<file path="config.mk">
export PLATFORM = sky130hd
export DESIGN_NAME = relprime_engine
export DESIGN_NICKNAME = d
export VERILOG_FILES = /design/src/rtl/relprime_pkg.sv /design/src/rtl/relprime_gcd_step.sv /design/src/rtl/relprime_engine.sv
export SDC_FILE = /design/constraint.sdc
export NUM_CORES = 1
export LEC_CHECK = 0
export ABC_AREA = 1
export CAP_MARGIN = 25
export CORE_UTILIZATION = 30
export CTS_CLUSTER_SIZE = 8
export DETAILED_ROUTE_END_ITERATION = 7
export PLACE_DENSITY = 0.49
export SKIP_CTS_REPAIR_TIMING = 1
export SLEW_MARGIN = 20
export SYNTH_ARGS = -nofsm -noshare
export SYNTH_HDL_FRONTEND = slang
export SYNTH_HIERARCHICAL = 1
export SYNTH_SLANG_ARGS = --single-unit
export TNS_END_PERCENT = 50
</file>
<file path="constraint.sdc">
create_clock -name CLK -period 2.5 [get_ports CLK]
set_clock_uncertainty 0.05 [all_clocks]
set_input_delay 0.25 -clock CLK [delete_from_list [all_inputs] [get_ports CLK]]
set_output_delay 0.25 -clock CLK [all_outputs]
set_load 0.02 [all_outputs]
</file>
<file path="src/rtl/relprime_pkg.sv">
// Shared types for the relprime engine: FSM state encoding and the first m to try.
package relprime_pkg;

  typedef enum logic [2:0] {
    IDLE  = 3'd0,
    LOAD  = 3'd1,
    GCD   = 3'd2,
    CHECK = 3'd3,
    DONE  = 3'd4
  } state_t;

  localparam int M_START = 2;

endpackage

</file>
<file path="src/rtl/relprime_gcd_step.sv">
// One subtractive-Euclid step: subtract when a >= b, otherwise swap; flags b == 0.
module relprime_gcd_step #(
  parameter int WIDTH = 16
) (
  input  logic [WIDTH-1:0] i_a,
  input  logic [WIDTH-1:0] i_b,
  output logic [WIDTH-1:0] o_a,
  output logic [WIDTH-1:0] o_b,
  output logic             o_b_zero
);

  always_comb begin
    o_a      = i_a;
    o_b      = i_b;
    o_b_zero = (i_b == '0);
    if (!o_b_zero) begin
      // The a >= b guard means the subtract can never underflow.
      if (i_a >= i_b) begin
        o_a = i_a - i_b;
      end else begin
        o_a = i_b;
        o_b = i_a;
      end
    end
  end

endmodule

</file>
<file path="src/rtl/relprime_engine.sv">
// Finds the smallest m >= 2 coprime with n using an iterative subtractive GCD.
// Optional RELPRIME_CYCLE_COUNT_EN adds a saturating busy-cycle counter output.
//
// state | meaning
// IDLE  | waiting for start; captures n_in
// LOAD  | a <= n, b <= m for the next trial
// GCD   | one subtract or swap per cycle until b == 0
// CHECK | gcd == 1 -> done; else advance m (wrap -> error)
// DONE  | one-cycle done pulse, back to IDLE
module relprime_engine
  import relprime_pkg::*;
#(
  parameter int WIDTH = 16
) (
  input  logic             CLK,
  input  logic             RST_N,
  input  logic             start,
  input  logic [WIDTH-1:0] n_in,
  output logic             busy,
  output logic             done,
  output logic             err,
  output logic [WIDTH-1:0] out
`ifdef RELPRIME_CYCLE_COUNT_EN
  ,
  output logic [31:0]      cycle_count
`endif
);

  state_t           r_state;
  logic [WIDTH-1:0] r_n;
  logic [WIDTH-1:0] r_a;
  logic [WIDTH-1:0] r_b;
  logic [WIDTH-1:0] r_m;
  logic             r_err;
  logic [WIDTH-1:0] r_out;

  logic [WIDTH-1:0] w_a_next;
  logic [WIDTH-1:0] w_b_next;
  logic             w_b_zero;
  logic [WIDTH-1:0] w_m_inc;
  logic             w_accept;

  relprime_gcd_step #(
    .WIDTH (WIDTH)
  ) u_gcd_step (
    .i_a      (r_a),
    .i_b      (r_b),
    .o_a      (w_a_next),
    .o_b      (w_b_next),
    .o_b_zero (w_b_zero)
  );

  assign w_m_inc  = r_m + WIDTH'(1);
  assign w_accept = (r_state == IDLE) && start;

  always_ff @(posedge CLK or negedge RST_N) begin
    if (!RST_N) begin
      r_state <= IDLE;
      r_n     <= '0;
      r_a     <= '0;
      r_b     <= '0;
      r_m     <= '0;
      r_err   <= 1'b0;
      r_out   <= '0;
    end else begin
      case (r_state)
        IDLE: begin
          if (start) begin
            r_n <= n_in;
            r_m <= WIDTH'(M_START);
            // gcd(0, m) = m is never 1, so n = 0 has no answer.
            if (n_in == '0) begin
              r_err   <= 1'b1;
              r_out   <= '0;
              r_state <= DONE;
            end else begin
              r_state <= LOAD;
            end
          end
        end
        LOAD: begin
          r_a     <= r_n;
          r_b     <= r_m;
          r_state <= GCD;
        end
        GCD: begin
          if (w_b_zero) begin
            r_state <= CHECK;
          end else begin
            r_a <= w_a_next;
            r_b <= w_b_next;
          end
        end
        CHECK: begin
          if (r_a == WIDTH'(1)) begin
            r_out   <= r_m;
            r_err   <= 1'b0;
            r_state <= DONE;
          end else if (w_m_inc == '0) begin
            r_m     <= w_m_inc;
            r_out   <= '0;
            r_err   <= 1'b1;
            r_state <= DONE;
          end else begin
            r_m     <= w_m_inc;
            r_state <= LOAD;
          end
        end
        DONE:    r_state <= IDLE;
        default: r_state <= IDLE;
      endcase
    end
  end

  assign busy = (r_state == LOAD) || (r_state == GCD) || (r_state == CHECK);
  assign done = (r_state == DONE);
  assign err  = r_err;
  assign out  = r_out;

`ifdef RELPRIME_CYCLE_COUNT_EN
  logic [31:0] r_cycle_count;

  always_ff @(posedge CLK or negedge RST_N) begin
    if (!RST_N) begin
      r_cycle_count <= '0;
    end else if (w_accept) begin
      r_cycle_count <= '0;
    end else if (busy && (r_cycle_count != 32'hFFFF_FFFF)) begin
      r_cycle_count <= r_cycle_count + 32'd1;
    end
  end

  assign cycle_count = r_cycle_count;
`endif

endmodule

</file>
==> metrics <==
final period utilization 91.7%; Final Non-Filler Cells 1128; Synth Area per Inst 7.26 sq um; Synth Area in Adders 3.98%; Final #Nets 900; share of the synthesized area in the top cell type roughly 36%; simple logic cell fraction of the synthesized area 37.3%; Starting DRT DRC Count 264; # rows 50; count of final setup violators 0; YS warnings 6; hold_ws 345 ps; clk slew on worst S/H paths 70 ps; Max rail drop VDD 0.000958 V; Post-DP HPWL roughly 12000 um; ys flop type dfrtp_1; required time worst endpoint 2720 ps; Cell Area, Placed roughly 6700 sq um; crit path cell chain inv_1 -> ha_1 -> a21oi_1 -> o21ai_1 -> buf_4 -> nor2_8 -> nand2_8 -> nor2_8 -> buf_12 -> nand2_2 -> o21ai_2 -> nand2_1 -> a31oi_1; CP peak stage delay 390 ps; initial antenna violation count 0; largest net degree at the start of global routing 65; post-synthesis compound-gate area fraction under 10%; All-Layer GR Usage between 15 and 20%; pre-CTS WS 77.8 ps; vias in the first global route 4947; layout cells sized above 1 approximately a fifth; syn nets around 840; xor-xnor portion of the synthesized cell area 1.35%; Seq/Total Area, Yosys 35.9%; most frequent cells in the layout nand2_1 (277), dfrtp_1 (82), inv_1 (81); Power Density 1560 nW/um^2; total grt overflow 0; first-pass GRT wire length 26100 um; leak pwr 3.37 nW; commonest non-fill, non-tap cell in the layout nand2_1; Die Area between 20000 and 25000 sq um; f_max ~0.44 GHz; crit start category flop; asr flop ratio synth 100%; number of synthesized register bits 84; Final Wtd Congestion 0.903; Cells after DPL 1108; clk_lat worst skew 350 ps; Critical Path Slowest Stage Cell dfrtp_1; Synth area leaders dfrtp_1 (36%), nand2_1 (18%), inv_1 (5.5%); Port Buf Inserts 37; n_diodes 0; Routed Antenna Nets 0; post-route setup slack approximately 210 ps; via count 5197; WL/cell approximately 14 um; Worst-Margin Slew between 500 and 600 ps; Die X 142 um; H-tree depth 3; Max FO, Critical Path 19; cell mode on critical path nor2_8; Remaining DRCs 0; main combinational cell family by area after synthesis simple AND/OR/NAND/NOR gates; crit end category flop; critical path class reg2reg; CTS tree built; outcome finished clean; post-synthesis mux area share 3.08%; I/O pin total 38; final instance area 7050 sq um; starting density of the core a little under a third; total clock sinks 84; Core Area 18900 sq um; Routed WL 16100 um; Synth area leader dfrtp_1; Max-slew headroom 62.0%; Post-Syn Instances 806; HP Class in2async; synth unique cells 44; Max-Cap Viols 0; EDFF count, synth 0; Die Y about 140 um; Area Overhead vs Synth 20.5%; Setup TNS 0 ps; max-slew violation count 0; final worst path period need 2290 ps; clk buf depth 2; RSZ-0062 raised after global routing false; DRT Pass-1 Iters 4; Worst Path Arrival around 2500 ps; Cell Area, Synth 5850 sq um; total CTS buffers 9; final count of hold timing violations 0; fillers approximately 2000; DR vias/cell 4.61; CP Buf/Inv Count 3; CTS root buf clkbuf_16; CP top delay family compound AO/OA/AOI/OAI gates
## metal layers
| layer | up-vias | GRT usage [%] | share of wire (%) |
|---|---|---|---|
| met5 | - | 0 | 0 |
| met2 | 76 | 28.3 | 47 |
| met3 | 18 | 2.36 | 3.8 |
| met1 | 2410 | 22.3 | 47 |
| li1 | 2693 | - | - |
| met4 | 0 | 5.55 | 1.8 |
## worst reg2reg max path: stages (launching register included)
cell,delay [ps]
dfrtp_1,390
inv_1,100
ha_1,380
a21oi_1,160
o21ai_1,70
buf_4,160
nor2_8,140
nand2_8,80
nor2_8,120
buf_12,180
nand2_2,70
o21ai_2,50
nand2_1,70
a31oi_1,200
## worst paths after layout
| kind | start | end | slack, ps | depth (start not counted) |
|---|---|---|---|---|
| worst max-delay path | r_b[15] | r_b[2] | 210 | 13 |
| worst min-delay path | RST_N | out[8] | 350 | 2 |
| worst max register to register | r_b[15] | r_b[2] | 210 | 13 |
| worst min register to register | out[3] | out[3] | 420 | 2 |
| max in group asynchronous | RST_N | r_a[15] | 1400 | 3 |
| min in group CLK | out[3] | out[3] | 420 | 2 |
## logic make-up after synthesis
kind of cell | count (synthesis)
muxes | 16
xor gates and xnor gates | 9
buffers and inverters | 120
adders and majority gates | 18
DFF | 84
and+or+nand+nor | 478
AOI/OAI and AO/OA | 81
## Yosys cell counts, types with 8 or more instances
cell type,number
ha_1,17
nor2_1,65
mux2_2,16
a21oi_1,10
o21ai_0,8
nand2_2,31
nand2_4,10
clkbuf_1,10
dfrtp_1,84
nand4_1,12
o21ai_2,16
nand3_1,52
a31oi_1,32
inv_1,85
inv_2,9
nand2_1,278
nor2_2,8
xor2_1,8
buf_2,8
## per-stage QoR
step	utilization, %	power, mW
floorplan	-	7.61
global placement	35.3	9.52
detailed placement	35.3	9.49
CTS	37.0	10.9
global route	37.3	12.0
finish	37.3	11.0
## state kept, by name, indices dropped and copies added, names as in the netlist
name / cells
err: 1
r_a: 16
r_n: 16
r_state: 3
r_m: 16
out: 16
r_b: 16
## power breakdown
part           leakage [nW]  switching, mW  internal, mW  total [mW]
Combinational          2.17           4.48          2.87        7.35
Sequential             1.05          0.408          1.85        2.25
Clock                 0.152          0.567         0.830        1.40
Total                  3.37           5.45          5.55        11.0
## area by class of cell
class	count	area [sq um]	area share, %
Inverter	95	358	5.08
Tap cell	260	325	4.61
Timing Repair Buffer	71	696	9.87
Clock inverter	5	60.1	0.852
Clock buffer	11	253	3.59
Multi-Input combinational cell	602	3250	46.1
Sequential cell	84	2100	29.9
Power figures use the tool's default switching activity.
